`src/rtl/fetch_unit_if.sv`:
```
// Instruction-memory request/response bundle between fetch_unit (master) and memory (slave).
// Request is level-held until the single-cycle ack strobe.
interface fetch_unit_if;
  logic        imem_req;
  logic [15:0] imem_addr;
  logic [15:0] imem_rdata;
  logic        imem_ack;

  modport master (
    output imem_req,
    output imem_addr,
    input  imem_rdata,
    input  imem_ack
  );

  modport slave (
    input  imem_req,
    input  imem_addr,
    output imem_rdata,
    output imem_ack
  );
endinterface

```
`src/rtl/fetch_unit.sv`:
```
// fetch_unit: FETCH -> WAIT -> EXEC instruction fetch, 3 cycles minimum per instruction; stall holds EXEC.
// Optional WAIT-state timeout selected by macro FETCH_TIMEOUT_EN (default build: WAIT is unbounded).
module fetch_unit #(
  parameter logic [15:0] RESET_PC    = 16'h0000,
  parameter logic [7:0]  TIMEOUT_CYC = 8'd255
) (
  input  logic         clk,
  input  logic         rst,
  fetch_unit_if.master imem,
  input  logic [1:0]   branch,
  input  logic         eq,
  input  logic [9:0]   imm,
  input  logic [15:0]  jalr_target,
  input  logic         stall,
  output logic [15:0]  ir,
  output logic [15:0]  pc,
  output logic         ir_valid,
  output logic         ill_op,
  output logic         bus_err
);
  typedef enum logic [1:0] {FETCH, WAIT, EXEC} state_t;

  state_t      state_q, state_d;
  logic [15:0] pc_q, pc_d;
  logic [15:0] ir_q, ir_d;
  logic        ir_valid_q, ir_valid_d;
  logic        ill_op_q, ill_op_d;
  logic [15:0] seq_pc, next_pc;
  logic        fetch_req;
  logic        unused_in;
`ifdef FETCH_TIMEOUT_EN
  logic [7:0]  cnt_q, cnt_d;
  logic        bus_err_q, bus_err_d;
`endif

  always_comb begin
    seq_pc  = pc_q + 16'd1;
    next_pc = seq_pc;
    case (branch)
      2'b01:   next_pc = jalr_target;
      2'b10:   if (eq) next_pc = seq_pc + {{9{imm[6]}}, imm[6:0]};
      default: next_pc = seq_pc;
    endcase
  end

  always_comb begin
    state_d    = state_q;
    pc_d       = pc_q;
    ir_d       = ir_q;
    ir_valid_d = ir_valid_q;
    ill_op_d   = ill_op_q;
    fetch_req  = 1'b0;
`ifdef FETCH_TIMEOUT_EN
    cnt_d      = cnt_q;
    bus_err_d  = bus_err_q;
`endif
    case (state_q)
      FETCH: begin
        fetch_req = 1'b1;
        state_d   = WAIT;
`ifdef FETCH_TIMEOUT_EN
        cnt_d     = 8'd0;
`endif
      end
      WAIT: begin
        fetch_req = 1'b1;
        if (imem.imem_ack) begin
          ir_d       = imem.imem_rdata;
          ir_valid_d = 1'b1;
          state_d    = EXEC;
        end
`ifdef FETCH_TIMEOUT_EN
        // Give up on the cycle the ack-less count reaches the limit; a NOP is executed instead.
        else if (cnt_q + 8'd1 == TIMEOUT_CYC) begin
          cnt_d      = cnt_q + 8'd1;
          ir_d       = 16'h0000;
          ir_valid_d = 1'b1;
          bus_err_d  = 1'b1;
          state_d    = EXEC;
        end else begin
          cnt_d = cnt_q + 8'd1;
        end
`endif
      end
      EXEC: begin
        if (!stall) begin
          pc_d       = next_pc;
          ir_valid_d = 1'b0;
          state_d    = FETCH;
          if (branch == 2'b11) ill_op_d = 1'b1;
        end
      end
      default: state_d = FETCH;
    endcase
  end

  always_ff @(posedge clk) begin
    if (rst) begin
      state_q    <= FETCH;
      pc_q       <= RESET_PC;
      ir_q       <= 16'h0000;
      ir_valid_q <= 1'b0;
      ill_op_q   <= 1'b0;
    end else begin
      state_q    <= state_d;
      pc_q       <= pc_d;
      ir_q       <= ir_d;
      ir_valid_q <= ir_valid_d;
      ill_op_q   <= ill_op_d;
    end
  end

`ifdef FETCH_TIMEOUT_EN
  always_ff @(posedge clk) begin
    if (rst) begin
      cnt_q     <= 8'd0;
      bus_err_q <= 1'b0;
    end else begin
      cnt_q     <= cnt_d;
      bus_err_q <= bus_err_d;
    end
  end

  assign bus_err   = bus_err_q;
  assign unused_in = ^imm[9:7];
`else
  assign bus_err   = 1'b0;
  assign unused_in = ^{imm[9:7], TIMEOUT_CYC};
`endif

  // Request is masked while rst is high so nothing is issued during reset.
  assign imem.imem_req  = fetch_req & ~rst;
  assign imem.imem_addr = pc_q;
  assign ir             = ir_q;
  assign pc             = pc_q;
  assign ir_valid       = ir_valid_q;
  assign ill_op         = ill_op_q;
endmodule

```
`src/flat_wrapper.sv`:
```
// flat-port wrapper written by rule: the top's interface ports become plain ports
module fetch_unit_flat 
#(
  parameter logic [15:0] RESET_PC    = 16'h0000,
  parameter logic [7:0]  TIMEOUT_CYC = 8'd255
)
  (clk, rst, branch, eq, imm, jalr_target, stall, ir, pc, ir_valid, ill_op, bus_err, imem_imem_req, imem_imem_addr, imem_imem_rdata, imem_imem_ack);
  fetch_unit_if imem_i ();
  input  logic clk;
  input  logic rst;
  input  logic [1:0] branch;
  input  logic eq;
  input  logic [9:0] imm;
  input  logic [15:0] jalr_target;
  input  logic stall;
  output logic [15:0] ir;
  output logic [15:0] pc;
  output logic ir_valid;
  output logic ill_op;
  output logic bus_err;
  output wire logic [$bits(imem_i.imem_req)-1:0] imem_imem_req;
  output wire logic [$bits(imem_i.imem_addr)-1:0] imem_imem_addr;
  input wire logic [$bits(imem_i.imem_rdata)-1:0] imem_imem_rdata;
  input wire logic [$bits(imem_i.imem_ack)-1:0] imem_imem_ack;
  assign imem_imem_req = imem_i.imem_req;
  assign imem_imem_addr = imem_i.imem_addr;
  assign imem_i.imem_rdata = imem_imem_rdata;
  assign imem_i.imem_ack = imem_imem_ack;
  fetch_unit #(.RESET_PC(RESET_PC), .TIMEOUT_CYC(TIMEOUT_CYC)) u_core (.clk(clk), .rst(rst), .imem(imem_i), .branch(branch), .eq(eq), .imm(imm), .jalr_target(jalr_target), .stall(stall), .ir(ir), .pc(pc), .ir_valid(ir_valid), .ill_op(ill_op), .bus_err(bus_err));
endmodule
```
`config.mk`:
```
export PLATFORM = sky130hd
export DESIGN_NAME = fetch_unit_flat
export DESIGN_NICKNAME = d
export VERILOG_FILES = /design/src/rtl/fetch_unit_if.sv /design/src/rtl/fetch_unit.sv /design/src/flat_wrapper.sv
export SDC_FILE = /design/constraint.sdc
export NUM_CORES = 1
export LEC_CHECK = 0
export BUFFER_PORTS_ARGS = -buffer_cell sky130_fd_sc_hd__buf_2
export CAP_MARGIN = 10
export CORE_MARGIN = 5
export CORE_UTILIZATION = 55
export CTS_CLUSTER_SIZE = 14
export DETAILED_ROUTE_END_ITERATION = 8
export PLACE_DENSITY = 0.86
export RECOVER_POWER = 50
export SLEW_MARGIN = 5
export SYNTH_ARGS = -nofsm -noshare
export SYNTH_HDL_FRONTEND = slang
export SYNTH_SLANG_ARGS = --single-unit
```
`constraint.sdc`:
```
create_clock -name clk -period 7.8 [get_ports clk]
set_input_delay 0.39 -clock clk [delete_from_list [all_inputs] [get_ports clk]]
set_output_delay 0.39 -clock clk [all_outputs]
set_load 0.02 [all_outputs]
```
==> results.cfg, run 1 <==
[run_status]
outcome = finished, final reports clean

[setup_path]
cp.arrival_ns = 3.49
critPathLaunch = u_core.imem.imem_addr[2]$_SDFFE_PP0P_
cp_num_buf_inv = 0
required_ns = 7.98
crit_slowest_cell = dfxtp_1
cp_top_family = simple AND/OR/NAND/NOR gates
crit_chain = nand4_2, or2_1, nor2_1, and3_1, xor2_1, ha_1, a21o_1, a21o_1, a21oi_1, and4_1, o21ai_0, a211o_1
crit_path_max_incr_delay_ns = 0.51
reg2reg_from = u_core.imem.imem_addr[2]$_SDFFE_PP0P_
crit_top_cell = a21o_1
cp-end-kind = register
path_max_fanout = 9
path_class = reg -> reg
start_kind = register

[logic_synthesis]
synthCells = 394
synth.ff_latch_count = 36
synth_seq_area_share_pct = 24.45
ys_warn_count = 0
ys_types = 56
async_reset_ff_share_pct = 0
avgSynthCellArea_sq_um = 7.482
syn-num-nets = 466
synth_edf_count = 0
synth_flop_cell = dfxtp_1
syn-cell-area_sq_um = 2948

[global_route]
grt_max_degree = 34
grt_overflow_total = 0
grt_pass1_wl_mm = 13.19
first_global_vias = 2825
met1_usage_pct = 28.40
top_usage_layer = met2
grtUsageTotal_pct = 23.02
grtUsageMet2_pct = 38.78
use_met3_pct = 5.248
antenna_found_initial = 0

[run]
maxCapViolations = 0

[pwr]
pwr_density_cell_nw_per_um2 = 130.0
p_sw_share_pct = 30.28
p_clk_share_pct = 33.1
p_seq_share_pct = 45.0
p_comb_share_pct = 22.0
peakVddDrop_uv = 81.24
leakage_nw = 1.547
p_switching_w = 0.0001319
intPower_w = 0.0003037

[placement]
routabilityCongestion = 0.9119
port_buffers = 96
place_hpwl_mm = 6.426

[clocking]
htree_levels = 2
cts_made_buffers = 5
cts_setup_buffers = 0
clkSinkCount = 36
path_clk_slew_ns = 0.07
cts.hold.buffers_added = 0
clk_latency_ns = 0.29
cts_root_buf = clkbuf_8
cts_resized = 0
cts_max_path_buffers = 2
cts_tree = done

[timing]
maxSlewViolCount = 0
slew_headroom_pct = 3.279
setup_viol = 0
period_needed_ns = 3.302
hold_viol = 0
worstMarginPinSlew_ns = 1.451
fin_crit_sh_pct = 42.33
tns_ns = 0
max_freq_ghz = 0.3029
rsz0062_at_grt = false
finClkSkew_ns = 0.004195

[floorplanning]
die_h_um = 83.21
fp.dieW_um = 83.21
ios = 101
core_sq_um = 5172
row_count = 26
start_util_pct = 56.99
die-area_sq_um = 6924

[drt]
drt_iter0_markers = 244
vias_per_cell = 5.870
routed_wl_mm = 8.306
dr.pass1.iters = 6
wl_per_cell_um = 15.64
vias = 3117
postRouteAntennaNets = 0
drc = 0

[min_path]
hp-start = imem_imem_rdata[5]
hp-class = in -> reg

[cells_and_area]
layout.nets = 533
multi_input_comb_area_sq_um = 1973
fin_util_pct = 64.80
fillerInstances = 474
layout_commonest_cell = nand2_1
area_growth_pct = 13.71
final_cell_mix = 63 x nand2_1, 55 x buf_2, 41 x clkbuf_1, 37 x a21oi_1, 36 x dfxtp_1
n_antenna_cell = 0
layout-drive-gt1-share_pct = 15.40
seq_area_sq_um = 720.7
==> kinds of logic after synthesis <==
| group | synth area share [%] |
|---|---|
| AO/OA/AOI/OAI | 26.66 |
| XOR/XNOR | 7.088 |
| adder cells (fa/ha/maj) | 10.02 |
| buffers and inverters | 8.616 |
| flip-flops | 24.45 |
| multiplexers | 0.3396 |
| other | 0.1272 |
| AND/OR/NAND/NOR | 22.71 |
==> final timing paths <==
path	endpoint	slack, ns	cells past startpoint
worst max-delay path	u_core.imem.imem_addr[14]$_SDFFE_PP0P_	4.50	12
worst min register to register	u_core.ir[6]$_SDFFE_PP0P_	0.46	2
worst min-delay path	u_core.ir[5]$_SDFFE_PP0P_	0.33	3
worst max register to register	u_core.imem.imem_addr[14]$_SDFFE_PP0P_	4.50	12
==> metrics by stage <==
| stage | total power (W) | hold WS [ns] | worst slack [ns] | cells | instance area (sq um) |
|---|---|---|---|---|---|
| after detailed placement | 0.0002960 | 0.4457 | 4.567 | 524 | 3307 |
| final | 0.0004356 | 0.3266 | 4.498 | 531 | 3352 |
| after global placement | 0.0002935 | 0.4386 | 4.592 | 524 | 3307 |
| after global routing | 0.0004553 | 0.3259 | 4.285 | 531 | 3352 |
| after CTS | 0.0004376 | 0.3264 | 4.533 | 531 | 3403 |
| after floorplan | 0.0002641 | 0.4971 | 4.619 | 394 | 2948 |
==> flip-flops by register name (all words and copies together) (netlist names) <==
name and flops:
u_core.imem.imem_addr 16, u_core.ir 16, u_core.state_q 2, u_core.ill_op 1, u_core.ir_valid 1
==> cells in the mapped netlist, types with 2 or more instances <==
library cell	instances	area [sq um]
a22oi_1	6	45.04
nand3_1	10	50.05
clkbuf_1	14	52.55
dfxtp_1	36	720.7
or2_2	3	18.77
nor2b_1	4	25.02
ha_1	22	275.3
nand2_1	63	236.5
o211a_1	3	30.03
o221ai_1	2	17.52
o21bai_1	2	15.01
nand3b_1	2	15.01
a211oi_1	3	22.52
nor4_1	4	25.02
nor3b_2	2	25.02
xor2_1	11	96.34
a21oi_1	37	185.2
a221oi_1	5	43.79
o21a_1	2	15.01
buf_2	2	10.01
and3_1	5	31.28
a31oi_1	9	56.30
nor2_1	27	101.4
and2_1	4	25.02
buf_1	2	7.510
nand4_1	6	37.54
or3_1	2	12.51
inv_1	12	45.04
o211ai_1	5	37.54
xnor2_1	11	96.34
o21ai_0	25	125.1
a21o_1	13	97.59
buf_4	17	127.6
==> routing by layer <==
metal	vias to the layer above	routed length [um]
met4	0	212
met5	-	0
met3	24	565
met1	1431	3556
li1	1534	-
met2	128	3972
==> power groups by stage <==
stage          Sequential, W  Clock (W)  Combinational, W
6_report            0.000196   0.000144         0.0000956
5_1_grt             0.000197   0.000154          0.000105
4_1_cts             0.000196   0.000145         0.0000966
3_5_place_dp        0.000200          0         0.0000964
3_3_place_gp        0.000199          0         0.0000942
2_1_floorplan       0.000206          0         0.0000582
==> worst min-delay path, cell delays in order <==
cell	delay, ns
buf_2	0.09
nand2_1	0.04
a21oi_1	0.05
==> area by class of cell <==
type / count / share of cell area [%]
clock buffer: 7 / 2.874
tap: 70 / 2.613
multi-input combinational: 310 / 58.87
sequential: 36 / 21.50
inverter: 12 / 1.344
timing repair buffer: 96 / 12.80
Note: power is estimated with default switching activity, not from simulation.
==> inputs of run 2 (changes only) <==
Settings changed: CORE_UTILIZATION 55 to 51, PLACE_DENSITY 0.86 to 0.81.
Clock period 7.8 ns to 3.17 ns, I/O delays scaled along.
==> results.cfg, run 2 (same netlist as run 1, synthesis figures left out) <==
[pwr]
peakVddDrop_uv = 269.1
pwr_density_cell_nw_per_um2 = 326.7
leakage_nw = 1.611

[placement]
routabilityCongestion = 0.8693
port_buffers = 96
place_hpwl_mm = 6.551
post-place-ws_ns = 0.1663

[drt]
postRouteAntennaNets = 0
dr.pass1.iters = 8
drt_iter0_markers = 365
vias_per_cell = 5.796
routed_wl_mm = 8.611
vias = 3147
wl_per_cell_um = 15.86
drc = 0

[cells_and_area]
layout_commonest_cell = nand2_1
n_antenna_cell = 0
final_cell_mix = 63 x nand2_1, 56 x buf_2, 41 x clkbuf_1, 37 x a21oi_1, 33 x dfxtp_1
layout.nets = 542
fin_util_pct = 62.04
layout-drive-gt1-share_pct = 18.68
area_growth_pct = 17.32

[setup_path]
r2r_slack_ns = 0.16
reg2reg_from = u_core.imem.imem_addr[0]$_SDFFE_PP0P_
cp-end-kind = register
path_max_fanout = 7
critPathLaunch = u_core.imem.imem_addr[0]$_SDFFE_PP0P_
timing.reg2reg.worst_path_depth = 12
start_kind = register
required_ns = 3.36
cp-endpoint = u_core.imem.imem_addr[14]$_SDFFE_PP0P_
path_class = reg -> reg
r2r_end = u_core.imem.imem_addr[14]$_SDFFE_PP0P_
cp.arrival_ns = 3.20

[clocking]
cts_setup_buffers = 0
cts_max_path_buffers = 2
cts_resized = 0
path_clk_slew_ns = 0.08
cts_made_buffers = 5
clk_latency_ns = 0.30
htree_levels = 2
clkSinkCount = 36
cts.hold.buffers_added = 0
cts_root_buf = clkbuf_8
cts_tree = done

[timing]
worstMarginPinSlew_ns = 1.559
max_freq_ghz = 0.3322
fin_crit_sh_pct = 94.95
slew_headroom_pct = -3.915
rsz0062_at_grt = false
tns_ns = 0
hold_viol = 0
whs_ns = 0.09615
period_needed_ns = 3.010
maxSlewViolCount = 34
setup_ws_ns = 0.1601
setup_viol = 0
finClkSkew_ns = 0.007582

[floorplanning]
start_util_pct = 52.88
core_sq_um = 5574
ios = 101
die-area_sq_um = 7400
fp.dieW_um = 86.03
die_h_um = 86.03
row_count = 27

[global_route]
grt_pass1_wl_mm = 13.79
grt_overflow_total = 0
antenna_found_initial = 0
first_global_vias = 2893
grt_max_degree = 34
grtUsageTotal_pct = 22.82

[run_status]
outcome = finished, violations left
violations = max-capacitance violations, max-slew violations

[run]
maxCapViolations = 1

[min_path]
hp-class = in -> reg
[run 2: how the worst min path moves through the flow]
stage                                    from                          to  slack, ns  cells past startpoint
after floorplan            imem_imem_rdata[0]   u_core.ir[0]$_SDFFE_PP0P_       0.29                      2
after global placement     imem_imem_rdata[1]   u_core.ir[1]$_SDFFE_PP0P_       0.40                      3
after detailed placement  imem_imem_rdata[11]  u_core.ir[11]$_SDFFE_PP0P_       0.40                      3
after CTS                 imem_imem_rdata[11]  u_core.ir[11]$_SDFFE_PP0P_        0.1                      3
after global routing       imem_imem_rdata[6]   u_core.ir[6]$_SDFFE_PP0P_       0.09                      3
final                     imem_imem_rdata[12]  u_core.ir[12]$_SDFFE_PP0P_        0.1                      3
[run 2: cell type report]
class / instances / area [sq um]
fillers: 551 / 2116
multi-input cells: 310 / 1993
flip-flops and latches: 36 / 724.4
repair buffers: 105 / 498.0
well taps: 72 / 90.09
clock buffers: 6 / 72.57
inverters: 12 / 45.04
clock inverters: 2 / 35.03
[run 2: per-stage QoR]
| stage | instances | total power (W) | instance area [sq um] |
|---|---|---|---|
| after floorplan | 394 | 0.0006499 | 2949 |
| after global placement | 535 | 0.0007270 | 3378 |
| after detailed placement | 535 | 0.0007332 | 3378 |
| after CTS | 543 | 0.001131 | 3486 |
| after global routing | 543 | 0.001175 | 3458 |
| final | 543 | 0.001130 | 3458 |
[run 2: power by group]
group / total (W) / internal [W] / switching [W]
Sequential: 0.000480 / 0.000468 / 0.0000116
Combinational: 0.000244 / 0.0000891 / 0.000155
Clock: 0.000406 / 0.000233 / 0.000173
[run 2: critical path: stages, from the launching register on]
cell and delay (ns):
dfxtp_1 0.34, ha_1 0.28, inv_1 0.11, nor2_2 0.22, and3_1 0.24, nand3_1 0.15
xnor2_1 0.19, ha_2 0.42, nand4_1 0.12, or2_2 0.32, a31oi_1 0.15, o21ai_0 0.11
a211o_1 0.26
[run 2: layer usage]
metal  GRT usage, %  wire, um  share of wire (%)
met5              0         0                  0
met4          4.604       112                1.3
met3          4.707       663                7.7
met2          38.26      4227                 49
met1          30.24      3608                 42
==> inputs of run 3 (changes only) <==
Settings changed: CTS_BUF_LIST set to sky130_fd_sc_hd__clkbuf_4 sky130_fd_sc_hd__clkbuf_8 sky130_fd_sc_hd__clkbuf_16.
==> results.cfg, run 3 (same netlist as run 1, synthesis figures left out) <==
[placement]
place_hpwl_mm = 6.551
port_buffers = 96
post-place-ws_ns = 0.1663
routabilityCongestion = 0.8693

[pwr]
leakage_nw = 1.619
pwr_density_cell_nw_per_um2 = 328.1
peakVddDrop_uv = 269.4

[drt]
postRouteAntennaNets = 0
vias_per_cell = 5.858
m1WireLength_mm = 3.569
met3_length_um = 750
drt_iter0_markers = 378
drc = 0
top_layer = met4
wl_per_cell_um = 15.93
wl_met2_mm = 4.175
routed_wl_mm = 8.649
vias = 3181
dr.pass1.iters = 7

[setup_path]
r2r_slack_ns = 0.18
crit_slowest_cell = ha_2
required_ns = 3.36
r2r_end = u_core.imem.imem_addr[14]$_SDFFE_PP0P_
cp_num_buf_inv = 1
reg2reg_from = u_core.imem.imem_addr[0]$_SDFFE_PP0P_
path_class = reg -> reg
crit_path_max_incr_delay_ns = 0.42
cp.arrival_ns = 3.18
path_max_fanout = 7
start_kind = register
crit_chain = ha_1, inv_1, nor2_2, and3_1, nand3_1, xnor2_1, ha_2, nand4_1, or2_2, a31oi_1, o21ai_0, a211o_1
cp-end-kind = register
cp_top_family = simple AND/OR/NAND/NOR gates
timing.reg2reg.worst_path_depth = 12

[timing]
tns_ns = 0
max_freq_ghz = 0.3339
setup_ws_ns = 0.1755
setup_viol = 0
fin_crit_sh_pct = 94.46
rsz0062_at_grt = false
maxSlewViolCount = 34
finClkSkew_ns = 0.006618
hold_viol = 0
slew_headroom_pct = -6.403
period_needed_ns = 2.995
worstMarginPinSlew_ns = 1.596

[clocking]
path_clk_slew_ns = 0.08
cts_made_buffers = 5
clk_latency_ns = 0.29
cts_max_path_buffers = 2
cts_setup_buffers = 0
cts_tree = done
clkSinkCount = 36
cts.hold.buffers_added = 0
htree_levels = 2
cts_root_buf = clkbuf_8

[global_route]
grtUsageTotal_pct = 22.92
antenna_found_initial = 0
first_global_vias = 2901
grt_max_degree = 34
grt_overflow_total = 0
grt_pass1_wl_mm = 13.85

[run]
maxCapViolations = 1

[floorplanning]
row_count = 27
core_sq_um = 5574
die_h_um = 86.03
die-area_sq_um = 7400
ios = 101
start_util_pct = 52.88
fp.dieW_um = 86.03

[min_path]
hp-class = in -> reg
holdPathEnd = u_core.ir[6]$_SDFFE_PP0P_
hp-start = imem_imem_rdata[6]
whs_path_depth = 3

[run_status]
violations = max-capacitance violations, max-slew violations
outcome = finished, violations left

[cells_and_area]
layout-drive-gt1-share_pct = 19.11
area_growth_pct = 17.49
final_cell_mix = 63 x nand2_1, 57 x buf_2, 39 x clkbuf_1, 37 x a21oi_1, 33 x dfxtp_1
layout_commonest_cell = nand2_1
n_antenna_cell = 0
layout.nets = 542
## run 3: cell count changes in the layout (fill, tap and decap cells not counted)
cell,previous run,this run
buf_2,56,57
clkbuf_1,41,39
clkbuf_4,0,1
## run 3: metal layers
| metal | up-vias | GRT usage (%) |
|---|---|---|
| met3 | 18 | 4.611 |
| met1 | 1454 | 30.36 |
| met2 | 158 | 38.54 |
| met5 | - | 0 |
| li1 | 1551 | - |
| met4 | 0 | 4.604 |
## run 3: final cells by class
class | instances | area, sq um
Clock buffer | 6 | 76.32
Inverter | 12 | 45.04
Sequential cell | 36 | 724.4
Fill cell | 550 | 2111
Tap cell | 72 | 90.09
Timing Repair Buffer | 105 | 499.2
Clock inverter | 2 | 35.03
Multi-Input combinational cell | 310 | 1993
## run 3: timing repair
item                       CTS  global route
resized for setup            0             6
setup endpoints to repair    0             3
hold endpoints to repair     0             0
## run 3: metrics by stage
| stage | instances | area, sq um | hold slack (ns) | power [W] | utilization [%] |
|---|---|---|---|---|---|
| floorplan | 394 | 2949 | 0.2945 | 0.0006499 | - |
| global placement | 535 | 3378 | 0.3986 | 0.0007270 | 60.61 |
| detailed placement | 535 | 3378 | 0.4036 | 0.0007332 | 60.61 |
| CTS | 543 | 3490 | 0.09704 | 0.001140 | 62.60 |
| global route | 543 | 3463 | 0.09362 | 0.001184 | 62.13 |
| finish | 543 | 3463 | 0.09730 | 0.001136 | 62.13 |
## run 3: report_power, final
group          total (W)  switching (W)  internal [W]
clock           0.000413       0.000171      0.000242
sequential      0.000480      0.0000118      0.000468
combinational   0.000243       0.000154     0.0000891
total            0.00114       0.000337      0.000799
## run 3: how the worst max path moves through the flow
stage / slack (ns) / cells past startpoint / end / start
final: 0.18 / 12 / u_core.imem.imem_addr[14]$_SDFFE_PP0P_ / u_core.imem.imem_addr[0]$_SDFFE_PP0P_
after global routing: 0.0007 / 12 / u_core.imem.imem_addr[14]$_SDFFE_PP0P_ / u_core.imem.imem_addr[2]$_SDFFE_PP0P_
after CTS: 0.12 / 12 / u_core.imem.imem_addr[14]$_SDFFE_PP0P_ / u_core.imem.imem_addr[0]$_SDFFE_PP0P_
after detailed placement: 0.17 / 12 / u_core.imem.imem_addr[14]$_SDFFE_PP0P_ / u_core.imem.imem_addr[5]$_SDFFE_PP0P_
after global placement: 0.22 / 12 / u_core.imem.imem_addr[14]$_SDFFE_PP0P_ / u_core.imem.imem_addr[5]$_SDFFE_PP0P_
after floorplan: 0.04 / 14 / u_core.imem.imem_addr[14]$_SDFFE_PP0P_ / u_core.imem.imem_addr[3]$_SDFFE_PP0P_
## run 3: worst reg2reg max path, delay by kind of cell, from the launching register on
family,cells,cell delay (ns)
adder cells (fa/ha/maj),2,0.69
buffers and inverters,1,0.11
XOR/XNOR,1,0.19
AND/OR/NAND/NOR,5,1.05
AO/OA/AOI/OAI,3,0.51
flip-flops,1,0.34
